<file path="src/rtl/ep_bins_sequencer.sv">
// Multi-cycle CABAC bypass (EP) bin decoder: decodes one bypass bin per cycle from a
// snapshot of the arithmetic decoder state, pulling bitstream bytes over req/ack as needed.
module ep_bins_sequencer #(
    parameter int MAX_BINS = 32,
    parameter int CNT_W    = 6
) (
    input  logic                clk,
    input  logic                rst_n,
    input  logic                start,
    input  logic [CNT_W-1:0]    num_bins,
    input  logic [8:0]          m_range_in,
    input  logic [31:0]         m_value_in,
    input  logic signed [3:0]   m_bits_needed_in,
    output logic                byte_req,
    input  logic                byte_ack,
    input  logic [7:0]          byte_data,
    output logic                busy,
    output logic                done,
    output logic [MAX_BINS-1:0] bins_out,
    output logic [31:0]         m_value_out,
    output logic signed [3:0]   m_bits_needed_out
);

    localparam logic [1:0] S_IDLE  = 2'd0;
    localparam logic [1:0] S_BIN   = 2'd1;
    localparam logic [1:0] S_FETCH = 2'd2;
    localparam logic [1:0] S_DONE  = 2'd3;

    localparam logic [CNT_W-1:0] CNT_MAX = CNT_W'(MAX_BINS);
    localparam logic [CNT_W-1:0] CNT_ONE = CNT_W'(1);

    logic [1:0]          state_reg, state_next;
    logic [31:0]         val_reg, val_next;
    logic [8:0]          range_reg, range_next;
    logic signed [3:0]   bn_reg, bn_next;
    logic [CNT_W-1:0]    cnt_reg, cnt_next;
    logic [MAX_BINS-1:0] bins_reg, bins_next;
    logic [MAX_BINS-1:0] bins_out_reg, bins_out_next;
    logic [31:0]         value_out_reg, value_out_next;
    logic signed [3:0]   bn_out_reg, bn_out_next;

    logic [31:0]       v;
    logic [31:0]       sr;
    logic signed [3:0] bn_inc;
    logic              resolve;
    logic              bin_bit;

    always_comb begin
        state_next     = state_reg;
        val_next       = val_reg;
        range_next     = range_reg;
        bn_next        = bn_reg;
        cnt_next       = cnt_reg;
        bins_next      = bins_reg;
        bins_out_next  = bins_out_reg;
        value_out_next = value_out_reg;
        bn_out_next    = bn_out_reg;
        v              = val_reg;
        sr             = {16'd0, range_reg, 7'd0};
        bn_inc         = bn_reg + 4'sd1;
        resolve        = 1'b0;
        bin_bit        = 1'b0;

        case (state_reg)
            S_IDLE: begin
                if (start) begin
                    val_next   = m_value_in;
                    range_next = m_range_in;
                    bn_next    = m_bits_needed_in;
                    cnt_next   = (num_bins > CNT_MAX) ? CNT_MAX : num_bins;
                    bins_next  = '0;
                    state_next = S_BIN;
                end
            end
            S_BIN: begin
                // A zero-length request passes through one empty BIN cycle so that
                // every request takes at least two cycles from start to done.
                if (cnt_reg == '0) begin
                    state_next = S_DONE;
                end else begin
                    v = val_reg << 1;
                    if (bn_inc >= 4'sd0) begin
                        val_next   = v;
                        state_next = S_FETCH;
                    end else begin
                        bn_next = bn_inc;
                        resolve = 1'b1;
                    end
                end
            end
            S_FETCH: begin
                if (byte_ack) begin
                    v       = val_reg + {24'd0, byte_data};
                    bn_next = -4'sd8;
                    resolve = 1'b1;
                end
            end
            default: begin
                state_next = S_IDLE;
            end
        endcase

        if (resolve) begin
            bin_bit    = (v >= sr);
            val_next   = bin_bit ? (v - sr) : v;
            bins_next  = {bins_reg[MAX_BINS-2:0], bin_bit};
            cnt_next   = cnt_reg - CNT_ONE;
            state_next = (cnt_reg == CNT_ONE) ? S_DONE : S_BIN;
        end

        // Results are captured on entry to DONE so they are valid while done is high.
        if (state_next == S_DONE && state_reg != S_DONE) begin
            bins_out_next  = bins_next;
            value_out_next = val_next;
            bn_out_next    = bn_next;
        end
    end

    always_ff @(posedge clk) begin
        if (!rst_n) begin
            state_reg     <= S_IDLE;
            val_reg       <= '0;
            range_reg     <= '0;
            bn_reg        <= '0;
            cnt_reg       <= '0;
            bins_reg      <= '0;
            bins_out_reg  <= '0;
            value_out_reg <= '0;
            bn_out_reg    <= '0;
        end else begin
            state_reg     <= state_next;
            val_reg       <= val_next;
            range_reg     <= range_next;
            bn_reg        <= bn_next;
            cnt_reg       <= cnt_next;
            bins_reg      <= bins_next;
            bins_out_reg  <= bins_out_next;
            value_out_reg <= value_out_next;
            bn_out_reg    <= bn_out_next;
        end
    end

    assign byte_req          = (state_reg == S_FETCH);
    assign busy              = (state_reg != S_IDLE);
    assign done              = (state_reg == S_DONE);
    assign bins_out          = bins_out_reg;
    assign m_value_out       = value_out_reg;
    assign m_bits_needed_out = bn_out_reg;

endmodule

</file>
<file path="config.mk">
export PLATFORM = sky130hd
export DESIGN_NAME = ep_bins_sequencer
export DESIGN_NICKNAME = d
export VERILOG_FILES = /design/src/rtl/ep_bins_sequencer.sv
export SDC_FILE = /design/constraint.sdc
export NUM_CORES = 1
export LEC_CHECK = 0
export BUFFER_PORTS_ARGS = -buffer_cell sky130_fd_sc_hd__buf_2
export CAP_MARGIN = 0
export CORE_MARGIN = 3
export CORE_UTILIZATION = 34
export DETAILED_ROUTE_END_ITERATION = 10
export GPL_TIMING_DRIVEN = 0
export PLACE_DENSITY_LB_ADDON = 0.05
export SYNTH_ARGS = -nofsm -noshare
export SYNTH_HDL_FRONTEND = slang
export SYNTH_SLANG_ARGS = --single-unit
</file>
<file path="constraint.sdc">
create_clock -name clk -period 6.4 [get_ports clk]
set_clock_uncertainty 0.1 [all_clocks]
set_input_delay 1.92 -clock clk [delete_from_list [all_inputs] [get_ports clk]]
set_output_delay 1.92 -clock clk [all_outputs]
set_load 0.02 [all_outputs]
</file>
== Yosys cells after proc, flatten, opt, wreduce, memory -nomap -nowiden ==
Cells that the tools add are included.
Widths: inputs -> output; s select.

* Add/sub/neg operators: 4
* Mux-type cells: 31
* Eq/ne operators: 6
* $lt $le $gt $ge: 3
* Reductions and logical operators: 8

{| class="wikitable"
|+ Operator list
! operator !! count
|-
| $mux 32 || 10
|-
| $pmux 32 s2 || 2
|-
| $add 32x8->32 || 1
|-
| $ge 32x16->1 || 1
|-
| $sub 32x16->32 || 1
|-
| $mux 6 || 4
|-
| $mux 4 || 4
|-
| $pmux 4 s3 || 1
|-
| $mux 2 || 5
|-
| $eq 2x2->1 const B || 3
|-
| $eq 6x1->1 const B || 1
|-
| $gt 6x6->1 const B || 1
|-
| $logic_not 6->1 || 1
|-
| $pmux 2 s3 || 1
|-
| $reduce_bool 2->1 || 3
|-
| $sub 6x1->6 const B || 1
|-
| $add 4x2->4 const B || 1
|-
| $ge 4x1->1 const B || 1
|-
| $reduce_and 2->1 || 2
|-
| $mux 1 || 3
|-
| $eq 2x1->1 const B || 1
|-
| $logic_not 2->1 || 1
|-
| $ne 2x2->1 const B || 1
|-
| $pmux 1 s2 || 1
|-
| $logic_and 1x1->1 || 1
|}

* Bits in registers: 153
* Logic and storage cells: 61
* Input bits: 63
* Output and inout port bits: 71

== Logic depth before layout (Yosys ltp) ==
Gate-level depths: netlist of the first run.

* Depth in word-level cells: 8
* Depth in mapped cells: 23
* Depth with buffers taken out: 21

== Least setup slack after synthesis of the first run ==
No wires, ideal clock.

* Kind: input-to-reg
* Start: in byte_data[0]
* End: reg value_out_reg[9] (netlist: m_value_out[9])
* Stages: 20
* Setup time: 0.133 ns
* Path buffers: 0
* Slack: -0.454 ns
* Data required time: 6.167 ns
* Arrival time: 6.621 ns
* Cell sequence: ha_1 inv_1 fa_1 nand2b_1 a211oi_2 o211ai_1 a21oi_1 o21ai_0 a22o_1 ha_1 nor2b_1 o21a_1 o21a_1 o41a_1 a221oi_1 nand4_1 nor4_4 mux2_2 o21ai_0 a21oi_1

* Longest elaborated chain between the ends: 6
* Elaborated cells on any way between the ends: 7
* Those cells by class: add/sub (2); order compare (1); mux (4)

{| class="wikitable"
|+ RTL lines
! element !! RTL line !! source
|-
| start: declaration || 16 || <nowiki>input logic [7:0] byte_data,</nowiki>
|-
| $add 32x8->32 (*) || 93 || <nowiki>v = val_reg + {24'd0, byte_data};</nowiki>
|-
| $mux 32 (*) || 92 || <nowiki>if (byte_ack) begin</nowiki>
|-
| $pmux 32 s2 (*) || 64 || <nowiki>case (state_reg)</nowiki>
|-
| $sub 32x16->32 / $ge 32x16->1 (equally long branches) || 105, 104 ||
|-
| $mux 32 (*) || 105 || <nowiki>val_next = bin_bit ? (v - sr) : v;</nowiki>
|-
| $mux 32 (*) || 103 || <nowiki>if (resolve) begin</nowiki>
|-
| end signal: assignment || 138 || <nowiki>value_out_reg <= value_out_next;</nowiki>
|-
| end: declaration || 39 || <nowiki>logic [31:0] value_out_reg, value_out_next;</nowiki>
|}

Mark *: on every way between the ends. The rest lies on a longest branch, timed or not.
A chain may end at the register's enable or synchronous reset.

== Final worst setup path of the first run ==
* Start: in byte_data[0]
* End: reg value_out_reg[8] (netlist: m_value_out[8])

The elaborated chain is that of the path after synthesis.

==> results of run 1 <==
## how the worst min path moves through the flow
stage | startpoint | endpoint | slack, ps
4_1_cts | m_value_out[1] | m_value_out[1] | 350
6_report | m_value_out[2] | m_value_out[2] | 350
5_1_grt | m_value_out[1] | m_value_out[1] | 380
3_5_place_dp | m_value_out[1] | m_value_out[1] | 340
3_3_place_gp | m_bits_needed_out[2] | m_bits_needed_out[2] | 340
2_1_floorplan | range_reg[1] | range_reg[1] | 340
## cells in the mapped netlist (14+ instances only)
| master | count | area (um2) |
|---|---|---|
| dfxtp_1 | 153 | 3060 |
| nor2_1 | 138 | 518 |
| nand2_1 | 121 | 454 |
| a21oi_1 | 106 | 531 |
| clkbuf_1 | 76 | 285 |
| and3_1 | 57 | 357 |
| o21ai_0 | 51 | 255 |
| a211oi_1 | 50 | 375 |
| nand3_1 | 32 | 160 |
| inv_1 | 29 | 109 |
| ha_1 | 25 | 313 |
| a221oi_1 | 21 | 184 |
| nor3_1 | 20 | 100 |
| and2_1 | 15 | 93.8 |
| mux2i_1 | 15 | 150 |
| a22o_1 | 14 | 123 |
| nand4_1 | 14 | 87.6 |
## routing by layer
layer	routed length [um]	share of wire [%]
met2	19200	46
met3	3050	7.3
met1	17600	42
met4	1890	4.5
met5	0	0
## worst register-to-register path, cell delays in order, from the launching register on
cell      delay [ps]
dfxtp_1          420
inv_1             90
ha_1             470
clkbuf_1         450
clkbuf_1         570
clkbuf_1         460
o21ai_1          140
a22o_1           230
ha_1             300
nor2b_4          130
o21a_1           170
o21a_1           190
o41a_1           380
a221oi_4         330
nand4_1          160
buf_6            200
nor4_4           150
buf_6            180
buf_6            120
mux2i_2          270
a21oi_1          140
o21ba_2          230
## kinds of logic (layout without fill, tap and decap cells)
kind of cell    Yosys count  in the layout  share of synthesized area [%]
mux                      16             16                           1.68
xor+xnor                 15             15                           1.37
compound gates          394            394                           29.4
fa+ha+maj                27             27                           3.67
buf+inv                 142            340                           7.34
flops                   153            153                           31.9
simple gates            465            465                           24.6
## power by group through the flow
stage / Sequential [uW] / Combinational, uW / Clock, uW
6_report: 1310 / 5200 / 1060
3_5_place_dp: 1320 / 4300 / 0
2_1_floorplan: 1370 / 2850 / 0
3_3_place_gp: 1320 / 4320 / 0
5_1_grt: 1330 / 5520 / 1120
4_1_cts: 1300 / 4740 / 1080
## cell type report
type | instances | area, um2 | area share, %
clock inverters | 14 | 175 | 1.44
clock buffers | 18 | 439 | 3.60
multi-input cells | 917 | 6380 | 52.3
well taps | 372 | 465 | 3.82
plain buffers | 111 | 596 | 4.89
inverters | 31 | 116 | 0.954
repair buffers | 166 | 961 | 7.88
flip-flops and latches | 153 | 3060 | 25.1
## timing repair
item	in CTS	in global routing
gates resized for setup	51	52
buffers inserted	16	17
setup endpoints to repair	51	43
pin swaps	18	29
## per-stage QoR
| step | power (uW) | instance area (um2) |
|---|---|---|
| after floorplan | 4220 | 9670 |
| after global placement | 5640 | 10800 |
| after detailed placement | 5620 | 10800 |
| after CTS | 7120 | 11800 |
| after global routing | 7970 | 12200 |
| final | 7570 | 12200 |
==> metrics, run 1 <==
most frequent cells in the layout dfxtp_1 (153), buf_2 (143), nor2_1 (135); post-placement cell count roughly 1,700; R2R Path Start state_reg[1]; die area slightly above 30,000 um2; CTS Buf Count 17; sw power ~3900 uW; CP endpoint kind flop; CP Max Fanout 6; CP endpoint m_value_out[8]; Critical Path, Cell by Cell buf_8 -> ha_4 -> inv_2 -> fa_2 -> nand2b_4 -> a211oi_4 -> o211ai_1 -> a21oi_2 -> o21ai_1 -> a22o_1 -> ha_1 -> nor2b_4 -> o21a_1 -> o21a_1 -> o41a_1 -> a221oi_4 -> nand4_1 -> buf_6 -> nor4_4 -> buf_6 -> buf_6 -> mux2i_2 -> a21oi_1 -> o21ba_2; layout cells sized above 1 approximately 24%; Sink Count ~150; H-tree depth 4; Clock Power Share around 14%; Power Internal 3650 uW; routed via count 10,534; failing checks setup timing; clk root buf clkbuf_16; Power Density approximately 620 nW/um2; GPL Wtd Cong between 0.9 and 1; WL/cell roughly 23 um; Worst VDD drop roughly 270 uV; worst r2r path cells 21; Final Hold Vio Count 0; outcome finished, violations left; sw frac 51.7%; WHS Path Cells 2; Synth cell types 102; Port Buf Inserts 133; Avg Inst Size Synth slightly below 8 um2; met1 usage between 30 and 40%; Layout area overhead 26.9%; maxcap violations 0; Buffers & Inverters on Critical Path 5; Final Net Count 1,487; DRT antenna net count 0; Die Ht 174 um; CP delay by family, top compound AO/OA/AOI/OAI gates; Yosys warning total 0; grt met3 use 4.78%; EDFF count, synth 0; Final min period 6440 ps; total track usage a little over a quarter; grt total ovfl 0; Gate power share approximately 69%; CP Launch Point byte_data[0]; first-pass GRT wire length between 60 and 70 mm; grt met2 use 42.8%; unrepaired setup endpoints after global routing true; Max stage delay cell, worst path o41a_1; Rows 60; CTS clock-pin slew for the worst setup and hold paths roughly 60 ps; post-synthesis instance total between 1,000 and 1,500; die width between 150 and 200 um; Slew Viols, Final 0; Clock Latency Late Sink between 400 and 500 ps; period utilization 101%; WL final about 42 mm; initial antenna violation count 0; reg-to-reg slack, setup 430 ps; worst hold slack 354 ps; vias in the first global route around 10,000; Post-Syn Area 9610 um2; WP depth 24; sequential power share between 15 and 20%; final std cells w/o fill around 1,800; CORE AREA ~27,000 um2; Bufs on Longest Clock Path 2; Critical Path RT 6620 ps; Critical Path Start Type input port; Layout Utilization 44.5%; most used cell, CP buf_6; post-DR vias/cell a little under 6; initial drt markers 940; Least-Margin Pin Slew just over 900 ps; fmax around 160 MHz; iteration count of the initial detailed-routing pass 6; cts hold-fix bufs 0; dpl ws -1650 ps; number of nets produced by synthesis 1,302; hold crit path type flop to flop; Leak Pwr roughly 0.0050 uW; Worst Slack Setup Final -35.1 ps; ANT cells 0; max incr delay on CP 380 ps; Top FF cell, synth dfxtp_1; # fillers ~2,900; commonest non-fill, non-tap cell in the layout dfxtp_1; critical path class input port to flop; Finish-stage setup viols 3; post-synthesis sequential area ratio about a third; largest net degree at the start of global routing 17; Async SR Flop Fraction 0%; Rel. slew slack between 30 and 40%; total I/O pin count between 100 and 150; setup TNS -78.5 ps; end of the worst register-to-register path m_value_out[8]; Initial Utilization approximately a third; CTS tree built; GRT busiest layer met2; DP Wirelength ~32 mm; #FFs+latches synth approximately 150; Worst EP arrival about 6700 ps; # DRC 0
Power figures use the tool's default switching activity.
==> inputs of run 2 (changes only) <==
--- a/config.mk
+++ b/config.mk
@@ -8,7 +8,7 @@
 export BUFFER_PORTS_ARGS = -buffer_cell sky130_fd_sc_hd__buf_2
 export CAP_MARGIN = 0
 export CORE_MARGIN = 3
-export CORE_UTILIZATION = 34
+export CORE_UTILIZATION = 50
 export DETAILED_ROUTE_END_ITERATION = 10
 export GPL_TIMING_DRIVEN = 0
 export PLACE_DENSITY_LB_ADDON = 0.05
==> metrics, run 2 (synthesized netlist as in run 1, its figures left out) <==
fmax 155 MHz (about the same); Layout Utilization 63.4% (was 44.5%); Rows 50 (was 60); Die Ht 145 um (was 174 um); critical path class input port to flop (unchanged); Worst EP arrival 6670 ps (was 6660 ps); Final min period 6440 ps (about the same); Rel. slew slack 33.9% (was 38.0%); Least-Margin Pin Slew 992 ps (was 925 ps); fin area 11,900 um2 (was 12,200 um2); end of the worst register-to-register path m_value_out[28] (was m_value_out[8]); CP endpoint m_value_out[28] (was m_value_out[8]); CP Launch Point byte_data[3] (was byte_data[0]); # fillers 1,729 (was 2,862); WL final 38.8 mm (was 41.7 mm); die area 20,900 um2 (was 30,300 um2); DRT antenna net count 0 (unchanged); DP Wirelength 29.0 mm (was 31.9 mm); Max stage delay cell, worst path o311a_1 (was o41a_1); maxcap violations 0 (unchanged); multi-input logic area 6240 um2 (was 6380 um2); ANT cells 0 (unchanged); commonest non-fill, non-tap cell in the layout dfxtp_1 (unchanged); CTS tree built (unchanged); outcome finished, violations left (unchanged); H-tree depth 4 (unchanged); Layout area overhead 23.8% (was 26.9%); Slew Viols, Final 0 (unchanged); Final Net Count 1,493 (was 1,487); hold crit path type flop to flop (unchanged); Sink Count 153 (unchanged); Critical Path Start Type input port (unchanged); Critical Path RT 6630 ps (was 6620 ps); reg-to-reg slack, setup 460 ps (was 430 ps); CP delay by family, top compound AO/OA/AOI/OAI gates (unchanged); # DRC 0 (unchanged); post-DR vias/cell 6.49 (was 5.91); initial drt markers 1,322 (was 940); period utilization 101% (about the same); vias in the first global route 9,878 (was 10,179); CP endpoint kind flop (unchanged); final std cells w/o fill 1,650 (was 1,782); post-placement cell count 1,579 (was 1,717); Final Hold Vio Count 0 (unchanged); initial antenna violation count 0 (unchanged); Buffers & Inverters on Critical Path 6 (was 5); Placement Cell Area 10,600 um2 (was 10,800 um2); largest net degree at the start of global routing 17 (unchanged); first-pass GRT wire length 57.8 mm (was 61.9 mm); unrepaired setup endpoints after global routing true (unchanged); Leak Pwr 0.00497 uW (about the same); routed via count 10,702 (was 10,534); CP Max Fanout 9 (was 6); Worst VDD drop 321 uV (was 275 uV); iteration count of the initial detailed-routing pass 8 (was 6); grt total ovfl 0 (unchanged); clk root buf clkbuf_16 (unchanged); most used cell, CP buf_4 (was buf_6); R2R Path Start state_reg[1] (unchanged); layout cells sized above 1 23.9% (was 24.1%); CTS Buf Count 17 (unchanged); die width 145 um (was 174 um); total I/O pin count 134 (unchanged); Power Density 620 nW/um2 (was 621 nW/um2); Port Buf Inserts 133 (unchanged); Worst Slack Setup Final -36.9 ps (was -35.1 ps); max incr delay on CP 430 ps (was 380 ps); GPL Wtd Cong 1.01 (was 0.922); WL/cell 23.5 um (was 23.4 um); CTS clock-pin slew for the worst setup and hold paths 70 ps (was 60 ps); Critical Path, Cell by Cell buf_2 -> ha_1 -> nor2_4 -> a211oi_4 -> buf_6 -> buf_4 -> buf_4 -> o211ai_4 -> buf_6 -> o32ai_1 -> a22o_1 -> ha_2 -> nand3_2 -> a2111oi_4 -> nand4_1 -> nand4b_1 -> buf_4 -> o311a_1 -> a2111oi_2 -> xnor2_1 -> nor2_1 -> o41ai_1 (was buf_8 -> ha_4 -> inv_2 -> fa_2 -> nand2b_4 -> a211oi_4 -> o211ai_1 -> a21oi_2 -> o21ai_1 -> a22o_1 -> ha_1 -> nor2b_4 -> o21a_1 -> o21a_1 -> o41a_1 -> a221oi_4 -> nand4_1 -> buf_6 -> nor4_4 -> buf_6 -> buf_6 -> mux2i_2 -> a21oi_1 -> o21ba_2); WP depth 22 (was 24); Bufs on Longest Clock Path 2 (unchanged); cts hold-fix bufs 0 (unchanged); power after layout 7380 uW (was 7570 uW); most frequent cells in the layout dfxtp_1 (153), buf_2 (144), nor2_1 (133) (was dfxtp_1 (153), buf_2 (143), nor2_1 (135)); worst r2r path cells 18 (was 21); Initial Utilization 51.2% (was 35.1%); Clock Latency Late Sink 430 ps (about the same); Sequential cell area 3060 um2 (unchanged); failing checks setup timing (unchanged); total track usage 36.4% (was 26.5%); Finish-stage setup viols 4 (was 3); CORE AREA 18,800 um2 (was 27,400 um2)
run 2: cell types whose count changed in the layout (fill, tap and decap cells not counted), moves of 3 or more:
cell     before  now
ha_2          2    7
o21ai_2       6    9
buf_4        31   36
ha_4          7    4
inv_6         3    6
run 2: metal layers:
layer  GRT usage [%]  share of wire, %  vias to the layer above  wire length [um]
met2            58.0                45                      672             17600
met4            19.5               5.8                        0              2270
met5               0                 0                        -                 0
met3            6.32                10                      151              3950
met1            46.9                39                     4965             15000
li1                -                 -                     4914                 -
run 2: cell type report:
cell class	count	area share [%]
plain buffers	110	4.91
clock buffers	18	3.61
clock inverters	14	1.29
inverters	31	0.978
multi-input cells	917	52.4
flip-flops and latches	153	25.7
well taps	234	2.46
repair buffers	173	8.60
run 2: what timing repair did:
action | 4_1_cts | 5_1_grt
hold endpoints to repair | 0 | 0
endpoints found under the setup margin | 49 | 50
buffers inserted | 17 | 23
gates resized for setup | 35 | 53
pin swaps | 14 | 24
run 2: power by group:
part	internal (uW)	switching (uW)	total (uW)	leakage [uW]
Clock	554	459	1010	0.000285
Combinational	1900	3170	5070	0.00344
Sequential	1150	155	1300	0.00125
Total	3600	3790	7380	0.00497
run 2: worst min-delay path by stage:
stage / startpoint / endpoint / slack (ps) / cells after the start
6_report: m_value_out[3] / m_value_out[3] / 360 / 2
5_1_grt: m_value_out[1] / m_value_out[1] / 380 / 2
4_1_cts: m_value_out[1] / m_value_out[1] / 360 / 2
3_5_place_dp: m_value_out[1] / m_value_out[1] / 350 / 2
3_3_place_gp: m_value_out[5] / m_value_out[5] / 340 / 2
2_1_floorplan: range_reg[1] / range_reg[1] / 340 / 2
run 2: per-stage QoR:
step,setup TNS (ps),setup WS (ps),hold slack (ps)
floorplan,-2090,-146,336
global placement,-47970,-1440,344
detailed placement,-51090,-1500,348
CTS,0,15.5,357
global route,-1160,-130,377
finish,-41.9,-36.9,356
run 2: tightest hold or removal path, stage by stage, from the launching register on:
cell,delay (ps)
dfxtp_1,310
nand2_1,50
a21oi_1,50
